===== config.mk =====
export PLATFORM = sky130hd
export DESIGN_NAME = cloud_bist_ctrl
export DESIGN_NICKNAME = d
export VERILOG_FILES = /design/src/rtl/cloud_bist_pkg.sv /design/src/rtl/bist_lfsr8.sv /design/src/rtl/cloud_bist_ctrl.sv
export SDC_FILE = /design/constraint.sdc
export NUM_CORES = 1
export LEC_CHECK = 0
export CAP_MARGIN = 20
export CELL_PAD_IN_SITES_DETAIL_PLACEMENT = 2
export CELL_PAD_IN_SITES_GLOBAL_PLACEMENT = 2
export CORE_MARGIN = 3
export CORE_UTILIZATION = 33
export CTS_BUF_LIST = sky130_fd_sc_hd__clkbuf_8
export DETAILED_ROUTE_END_ITERATION = 7
export PLACE_DENSITY = 0.91
export SYNTH_ARGS = -nofsm -noshare
export SYNTH_HDL_FRONTEND = slang
export SYNTH_SLANG_ARGS = --single-unit

===== constraint.sdc =====
create_clock -name clk -period 3.05 [get_ports clk]
set_input_delay 0.4575 -clock clk [delete_from_list [all_inputs] [get_ports clk]]
set_output_delay 0.4575 -clock clk [all_outputs]
set_load 0.02 [all_outputs]

===== src/rtl/cloud_bist_pkg.sv =====
// Shared types and the x^8+x^6+x^5+x^4+1 feedback helper for the cloud datapath BIST.
package cloud_bist_pkg;

    typedef enum logic [2:0] {
        StIdle,
        StRstd,
        StApply,
        StDrain,
        StDone
    } bist_state_e;

    localparam logic [7:0] LfsrTaps = 8'hB8;

    function automatic logic [7:0] lfsr8_next(logic [7:0] l);
        return {l[6:0], ^(l & LfsrTaps)};
    endfunction

endpackage


===== src/rtl/bist_lfsr8.sv =====
// 8-bit Fibonacci shift register; with xor_i tied low it is a pattern LFSR, otherwise a MISR.
module bist_lfsr8
    import cloud_bist_pkg::*;
#(
    parameter logic [7:0] RST_VAL = 8'h00
) (
    input  logic       clk,
    input  logic       rst,
    input  logic       load_i,
    input  logic [7:0] seed_i,
    input  logic       en_i,
    input  logic [7:0] xor_i,
    output logic [7:0] state_o
);

    logic [7:0] state_q, state_d;

    always_comb begin
        state_d = state_q;
        if (load_i) begin
            state_d = seed_i;
        end else if (en_i) begin
            state_d = lfsr8_next(state_q) ^ xor_i;
        end
    end

    always_ff @(posedge clk) begin
        if (rst) begin
            state_q <= RST_VAL;
        end else begin
            state_q <= state_d;
        end
    end

    assign state_o = state_q;

endmodule


===== src/rtl/cloud_bist_ctrl.sv =====
// BIST sequencer: resets the datapath, applies LFSR vectors, folds the responses into a MISR
// and reports the signature with a golden compare.
module cloud_bist_ctrl
    import cloud_bist_pkg::*;
#(
    parameter int unsigned LAT       = 1,
    parameter logic [7:0]  LFSR_SEED = 8'hA5,
    parameter logic [7:0]  MISR_SEED = 8'h00
) (
    input  logic        clk,
    input  logic        rst,
    input  logic        start,
    input  logic        abort,
    input  logic [15:0] num_patterns,
    input  logic [7:0]  expected_sig,
    output logic        dut_rst,
    output logic [7:0]  dut_in,
    input  logic [7:0]  dut_out,
    output logic        busy,
    output logic        done,
    output logic [7:0]  signature,
    output logic        pass,
    output logic        aborted
);

    bist_state_e    state_q;
    logic [15:0]    cnt_q;
    logic [LAT-1:0] tok_q, tok_shift;
    logic           dut_rst_q, busy_q, done_q, pass_q, aborted_q;
    logic [7:0]     dut_in_q, sig_q, lfsr_q, misr_q, misr_next;
    logic           start_ok, abort_ok, cnt_zero, lfsr_en, capture, tok_in, to_done;

    assign start_ok = (state_q == StIdle) && start;
    assign abort_ok = abort && ((state_q == StRstd) || (state_q == StApply) ||
                                (state_q == StDrain));
    assign cnt_zero = (cnt_q == 16'd0);
    assign lfsr_en  = !abort_ok && !cnt_zero && ((state_q == StRstd) || (state_q == StApply));
    assign tok_in   = (state_q == StApply) && !abort_ok;
    assign capture  = tok_q[LAT-1];

    // Signature and compare must see the capture happening on the same edge that enters DONE.
    assign misr_next = capture ? (lfsr8_next(misr_q) ^ dut_out) : misr_q;

    always_comb begin
        tok_shift    = '0;
        tok_shift[0] = tok_in;
        for (int i = 1; i < int'(LAT); i++) begin
            tok_shift[i] = tok_q[i-1];
        end
    end

    assign to_done = abort_ok || ((state_q == StRstd) && cnt_zero) ||
                     ((state_q == StDrain) && (tok_shift == '0));

    bist_lfsr8 #(.RST_VAL(LFSR_SEED)) u_lfsr (
        .clk     (clk),
        .rst     (rst),
        .load_i  (start_ok),
        .seed_i  (LFSR_SEED),
        .en_i    (lfsr_en),
        .xor_i   (8'h00),
        .state_o (lfsr_q)
    );

    bist_lfsr8 #(.RST_VAL(MISR_SEED)) u_misr (
        .clk     (clk),
        .rst     (rst),
        .load_i  (start_ok),
        .seed_i  (MISR_SEED),
        .en_i    (capture),
        .xor_i   (dut_out),
        .state_o (misr_q)
    );

    always_ff @(posedge clk) begin
        if (rst) begin
            state_q   <= StIdle;
            cnt_q     <= 16'd0;
            tok_q     <= '0;
            dut_rst_q <= 1'b0;
            dut_in_q  <= 8'h00;
            busy_q    <= 1'b0;
            done_q    <= 1'b0;
            sig_q     <= MISR_SEED;
            pass_q    <= 1'b0;
            aborted_q <= 1'b0;
        end else begin
            dut_rst_q <= 1'b0;
            dut_in_q  <= 8'h00;
            done_q    <= 1'b0;
            tok_q     <= abort_ok ? '0 : tok_shift;
            if (lfsr_en) begin
                dut_in_q <= lfsr_q;
                cnt_q    <= cnt_q - 16'd1;
            end
            if (to_done) begin
                state_q   <= StDone;
                done_q    <= 1'b1;
                sig_q     <= misr_next;
                pass_q    <= !abort_ok && (misr_next == expected_sig);
                aborted_q <= abort_ok;
            end else begin
                unique case (state_q)
                    StIdle: begin
                        if (start) begin
                            state_q   <= StRstd;
                            cnt_q     <= num_patterns;
                            dut_rst_q <= 1'b1;
                            busy_q    <= 1'b1;
                            pass_q    <= 1'b0;
                            aborted_q <= 1'b0;
                        end
                    end
                    StRstd:  state_q <= StApply;
                    StApply: if (cnt_zero) state_q <= StDrain;
                    StDrain: state_q <= StDrain;
                    StDone: begin
                        state_q <= StIdle;
                        busy_q  <= 1'b0;
                    end
                    default: state_q <= StIdle;
                endcase
            end
        end
    end

    assign dut_rst   = dut_rst_q;
    assign dut_in    = dut_in_q;
    assign busy      = busy_q;
    assign done      = done_q;
    assign signature = sig_q;
    assign pass      = pass_q;
    assign aborted   = aborted_q;

endmodule


==> qor.yml, run 1 <==
sta:
  finalCriticalPeriod_ns: 2.49
  rsz0062_at_grt: "false"
  maxSlewViolCount: 0
  relSlewSlack_pct: 41.2
  setup_viol: 0
  skew_ns: 0.00794
  holdWs_ns: 0.478
  clock.fmax_mhz: 401
  fin_tns_setup_ns: 0
  worst_pin_slew_ns: 0.881
  fin_ws_ns: 0.559
  hold_viol: 0
  timing.final.crit_share_pct: 81.7
cts:
  numCtsBuffers: 9
  clock_latency_ns: 0.35
  h-tree-depth: 3
  cts-root-buf: "clkbuf_8"
  clk_pin_slew_ns: 0.07
  ctsResizeCount: 0
  cts_tree: "built"
  hold_buffers: 0
  clkSinkCount: 57
  clock_path_buffers: 2
  cts_setup_buffers: 0
cells_and_area:
  area_delta_synth_final_pct: 32.8
  nets: 396
  finalInstanceArea_sq_mm: 0.00348
  drive_above_1_share_pct: 8.79
  fin_cells: 463
  num_antenna_cells: 0
placed_design:
  dp.cells: 447
  place.gp.congestion: 0.843
  place_area_sq_mm: 0.00327
  io_buffers: 56
  post-place-ws_ns: 0.619
  dp.final_hpwl_um: 6040
routing:
  first_iter_violations: 53
  drc: 0
  ant_nets: 0
  met1_length_um: 3500
  vias: 2394
  via_per_inst: 5.17
  firstDrtPassIters: 4
  dr_wl_met3_um: 339
  wl_per_cell_um: 17.7
  postRouteWirelength_um: 8180
  top_layer_used: "met4"
  wl_met2_um: 4180
global_route:
  track_usage_pct: 19.8
  grt_pass1_vias: 2698
  overflow: 0
  grt_first_pass_wirelength_um: 13700
  antenna_found_initial: 0
  grt_max_degree: 25
floorplanning:
  coreArea_sq_mm: 0.00749
  num_io_pins: 57
  die_y_um: 95.1
  rows: 31
  die_x_um: 95.1
  dieArea_sq_mm: 0.00905
  initial_core_util_pct: 35.0
setup_path:
  cp_data_required_time_ns: 3.32
  end_kind: "register"
  cp_cell_sequence: "inv_1, ha_1, nor4b_1, nand4_2, a311o_1, a211oi_2, a21oi_1, nor2_1"
  arrival_ns: 2.76
  slowest_stage: "a311o_1"
  slowest_delay_ns: 0.69
  crit_type: "reg2reg"
  cp_max_fo: 18
  critical_path.startpoint_type: "register"
  reg2regPathDepth: 8
logic_synthesis:
  async_flop_share_pct: 0
  syn_nets: 338
  synth_edf_count: 0
  synth_top_cells_by_area: "dfxtp_1, xnor2_1, nor2_1"
  yosysTopAreaCell: "dfxtp_1"
  ys.warnings.count: 0
  synth_area_sq_mm: 0.00262
  synth_top_area_share_pct: 43.5
  ys_ff_latch: 57
  syn_inst: 301
  synth_flop_cell: "dfxtp_1"
  yosysSeqAreaShare_pct: 43.5
  ys_types: 45
  synth_area_per_cell_sq_um: 8.71
power_and_ir_drop:
  power_density_mw_per_mm2: 593
  p_leak_nw: 1.24
  ir_worst_vdd_mv: 0.289
run_status:
  status: "finished, final reports clean"
job:
  maxCapViolCount: 0
hold_path:
  hold_path_depth: 2
  hold_path_class: "reg2reg"
## worst max-delay path: cells and delay by family (launching register included)
family	cells	cell delay [ns]
compound gates	3	1.03
fa+ha+maj	1	0.25
flops	1	0.35
buf+inv	1	0.08
simple gates	3	0.71
## cells by family (layout without fill, tap and decap cells)
logic type / count (synthesis) / after routing / synth area share, %
flops: 57 / 57 / 43.5
xor+xnor: 37 / 37 / 12.4
buf+inv: 20 / 83 / 3.48
compound gates: 61 / 61 / 15.7
fa+ha+maj: 1 / 1 / 0.477
simple gates: 121 / 121 / 22.8
mux: 4 / 4 / 1.62
## synth_stat cells (3+ instances only)
cell,n
nor4_1,5
inv_1,7
nand3_1,8
a211oi_1,14
nand2_1,28
o211ai_1,3
and2_1,10
dfxtp_1,57
nor3_1,5
o21ai_0,8
clkbuf_1,8
a211oi_2,4
xnor2_1,24
nor2_1,46
a21oi_1,19
xor2_1,13
nand4_1,3
## sequential cells by signal (all words and copies together), names as in the netlist
register / cells
dut_rst: 1
aborted: 1
u_lfsr.state_o: 8
capture: 1
pass: 1
u_misr.state_o: 8
busy: 1
cnt_q: 16
state_q: 3
done: 1
dut_in: 8
signature: 8
## report_power, final
part	switching (mW)	leakage, nW	internal, mW
combinational	0.235	0.667	0.187
sequential	0.0696	0.465	0.802
clock	0.319	0.110	0.452
total	0.624	1.24	1.44
## area by class of cell
type,instances,area (sq um)
repair buffers,60,591
well taps,99,124
clock inverters,7,86.3
flip-flops and latches,57,1140
multi-input cells,224,1390
fillers,831,4000
inverters,7,26.3
clock buffers,9,124
## worst paths after layout
kind / slack (ns) / endpoint / startpoint
max: 0.56 / signature[5]$_SDFFE_PP0P_ / cnt_q[0]$_SDFF_PP0_
min: 0.48 / u_lfsr.state_o[6]$_SDFFE_PP0N_ / u_lfsr.state_o[6]$_SDFFE_PP0N_
max reg2reg: 0.56 / signature[5]$_SDFFE_PP0P_ / cnt_q[0]$_SDFF_PP0_
min reg2reg: 0.48 / u_lfsr.state_o[6]$_SDFFE_PP0N_ / u_lfsr.state_o[6]$_SDFFE_PP0N_
## through the flow
step	total power, mW	utilization (%)
detailed placement	1.31	43.7
CTS	2.09	46.5
global placement	1.28	43.7
global route	2.18	46.5
finish	2.07	46.5
floorplan	1.15	-
## routing by layer
metal  GRT usage (%)  up-vias
met5               0        -
met2            34.2       50
li1                -     1159
met4            6.85        0
met1            23.3     1170
met3            5.76       15
## layout by cell type, fill, tap and decap left out, types with 2 or more instances in the layout
master / count
dfxtp_1: 57
clkdlybuf4s50_1: 56
nor2_1: 46
nand2_1: 28
xnor2_1: 24
a21oi_1: 19
a211oi_1: 14
xor2_1: 13
and2_1: 10
clkbuf_8: 9
inv_1: 8
o21ai_0: 8
nand3_1: 8
nor3_1: 5
nor4_1: 5
a211oi_2: 4
buf_4: 4
nand4_1: 3
o211ai_1: 3
clkinv_2: 3
nor4b_1: 2
nand4_2: 2
or4_1: 2
o22ai_1: 2
a21o_1: 2
mux2_2: 2
a311oi_1: 2
mux2i_1: 2
or3_1: 2
bufinv_16: 2
Note: power is estimated with default switching activity, not from simulation.
==> inputs of run 2 (changes only) <==
CORE_UTILIZATION = 31   (was 33)
PLACE_DENSITY = 0.87   (was 0.91)
clock period = 2.6 ns   (was 3.05 ns; I/O delays follow)
==> run 2 against run 1 <==
Effect of this change: sequential share of layout area about the same; global-route usage is 1.6 points lower; maximum frequency rose by 9.9%; final cell count rose by 0.65%; via count grew 2.1%; worst setup slack got worse by 0.22 ns; register-to-register slack lost 0.22 ns; non-clock buffer count is 1 higher; core utilization decreased by 2.8 points; largest cell class unchanged.
==> qor.yml, run 2 (same netlist as run 1, synthesis figures left out) <==
sta:
  fin_tns_setup_ns: 0  # unchanged
  maxSlewViolCount: 0  # unchanged
  relSlewSlack_pct: 54.6  # +13 points
  skew_ns: 0.00879  # +0.000848 ns
  worst_pin_slew_ns: 0.680  # -0.200 ns
  hold_viol: 0  # unchanged
  timing.final.crit_share_pct: 87.1  # +5.5 points
  finalCriticalPeriod_ns: 2.27  # -0.225 ns
  clock.fmax_mhz: 441  # +9.9%
  fin_ws_ns: 0.334  # -0.225 ns
  rsz0062_at_grt: "false"
  setup_viol: 0  # unchanged
setup_path:
  crit_type: "reg2reg"
  cp_max_fo: 18  # unchanged
  r2r_start: "cnt_q[0]$_SDFF_PP0_"
  reg2regPathDepth: 8  # unchanged
  slowest_delay_ns: 0.61  # -0.08 ns
  critical_path.startpoint_type: "register"
  r2r_end: "signature[1]$_SDFFE_PP0P_"
  critPathCapture: "signature[1]$_SDFFE_PP0P_"
  arrival_ns: 2.52  # -0.24 ns
  cp_data_required_time_ns: 2.86  # -0.46 ns
  cp_cell_sequence: "inv_1, ha_1, nor4b_1, nand4_2, a311o_2, a211oi_2, a21oi_1, nor2_1"
  slowest_stage: "a311o_2"
  regToRegSetupSlack_ns: 0.33  # -0.22 ns
  end_kind: "register"
  crit_start: "cnt_q[0]$_SDFF_PP0_"
cts:
  hold_buffers: 0  # unchanged
  h-tree-depth: 3  # unchanged
  clock_path_buffers: 2  # unchanged
  clkSinkCount: 57  # unchanged
  clk_pin_slew_ns: 0.06  # about the same
  cts_tree: "built"
  clock_latency_ns: 0.33  # -0.02 ns
  numCtsBuffers: 9  # unchanged
  cts-root-buf: "clkbuf_8"
  cts_setup_buffers: 0  # unchanged
hold_path:
  hold_path_class: "reg2reg"
power_and_ir_drop:
  power_density_mw_per_mm2: 675  # +14%
  ir_worst_vdd_mv: 0.244  # -16%
  p_leak_nw: 1.24  # +0.15%
global_route:
  antenna_found_initial: 0  # unchanged
  grt_first_pass_wirelength_um: 14100  # +2.6%
  grt_pass1_vias: 2694  # -0.15%
  overflow: 0  # unchanged
  grt_max_degree: 19  # -24%
  track_usage_pct: 18.2  # -1.6 points
run_status:
  status: "finished, final reports clean"
floorplanning:
  coreArea_sq_mm: 0.00797  # +6.4%
  rows: 32  # +3.2%
  dieArea_sq_mm: 0.00960  # +6.0%
  num_io_pins: 57  # unchanged
  die_y_um: 98.0  # +3.0%
  die_x_um: 98.0  # +3.0%
  initial_core_util_pct: 32.9  # -2.1 points
routing:
  first_iter_violations: 87  # +64%
  firstDrtPassIters: 4  # unchanged
  ant_nets: 0  # unchanged
  postRouteWirelength_um: 8440  # +3.2%
  wl_per_cell_um: 18.1  # +2.5%
  vias: 2444  # +2.1%
  via_per_inst: 5.24  # +1.4%
  drc: 0  # unchanged
placed_design:
  post-place-ws_ns: 0.165  # -0.454 ns
  place.gp.congestion: 0.830  # -1.6%
  dp.final_hpwl_um: 5950  # -1.4%
  io_buffers: 56  # unchanged
cells_and_area:
  final_common_cell: "dfxtp_1"
  num-fill-cells: 856  # +3.0%
  top_register: "cnt_q"
  drive_above_1_share_pct: 9.07  # +0.27 points
  multi_input_area_sq_mm: 0.00139  # about the same
  layout_common_cells: "dfxtp_1, clkdlybuf4s50_1, nor2_1"
  area_delta_synth_final_pct: 32.7  # about the same
  regArea_sq_mm: 0.00114  # unchanged
  nets: 397  # +0.25%
  num_antenna_cells: 0  # unchanged
  largest_register_ffs: 16  # unchanged
  utilization_pct: 43.7  # -2.8 points
job:
  maxCapViolCount: 0  # unchanged
run 2: cell types whose count changed in the layout (fill, tap and decap cells not counted), sizes merged:
cell      delta
clkinvlp     -1
bufinv       -1
clkinv       -1
clkbuf       +2
buf          +1
run 2: cell type report:
class | count | area share (%)
well taps | 102 | 3.67
multi-input cells | 224 | 40.0
clock buffers | 11 | 4.35
inverters | 7 | 0.755
clock inverters | 4 | 1.26
flip-flops and latches | 57 | 32.8
repair buffers | 61 | 17.2
run 2: per-layer routing:
layer	wire [um]	share of wire, %	vias to the layer above	track usage, %
met3	318	3.8	11	3.21
met5	0	0	-	0
met2	4220	50	57	31.6
met4	100	1.2	0	6.39
li1	-	-	1159	-
met1	3800	45	1217	22.7
run 2: metrics by stage:
step	hold slack (ns)	std cells	instance area [sq um]	power (mW)
global route	0.506	466	3480	2.48
detailed placement	0.466	451	3280	1.53
global placement	0.459	451	3280	1.50
floorplan	0.440	301	2620	1.35
CTS	0.484	466	3480	2.38
finish	0.475	466	3480	2.35
run 2: critical path, delay by kind of cell (launching register included):
kind,cells,cell delay [ns]
fa+ha+maj,1,0.22
compound gates,3,0.87
simple gates,3,0.70
flops,1,0.34
buf+inv,1,0.06
run 2: where the power goes:
group	switching [mW]	internal, mW	total (mW)
clock	0.340	0.483	0.823
combinational	0.283	0.221	0.504
sequential	0.0822	0.942	1.02
total	0.705	1.65	2.35
run 2: worst min-delay path by stage:
stage / cells past startpoint / start / slack (ns) / endpoint
final: 2 / u_lfsr.state_o[0]$_SDFFE_PP1N_ / 0.48 / u_lfsr.state_o[1]$_SDFFE_PP0N_
after global routing: 2 / u_lfsr.state_o[1]$_SDFFE_PP0N_ / 0.51 / u_lfsr.state_o[1]$_SDFFE_PP0N_
after CTS: 2 / u_lfsr.state_o[0]$_SDFFE_PP1N_ / 0.48 / u_lfsr.state_o[1]$_SDFFE_PP0N_
after floorplan: 2 / u_lfsr.state_o[0]$_SDFFE_PP1N_ / 0.44 / u_lfsr.state_o[1]$_SDFFE_PP0N_
after detailed placement: 2 / u_lfsr.state_o[0]$_SDFFE_PP1N_ / 0.47 / u_lfsr.state_o[1]$_SDFFE_PP0N_
after global placement: 2 / u_lfsr.state_o[1]$_SDFFE_PP0N_ / 0.46 / u_lfsr.state_o[1]$_SDFFE_PP0N_
run 2: repair_timing:
action                                 4_1_cts  5_1_grt
endpoints found under the hold margin        0        0
gates resized for setup                      0        1
setup endpoints to repair                    0        2
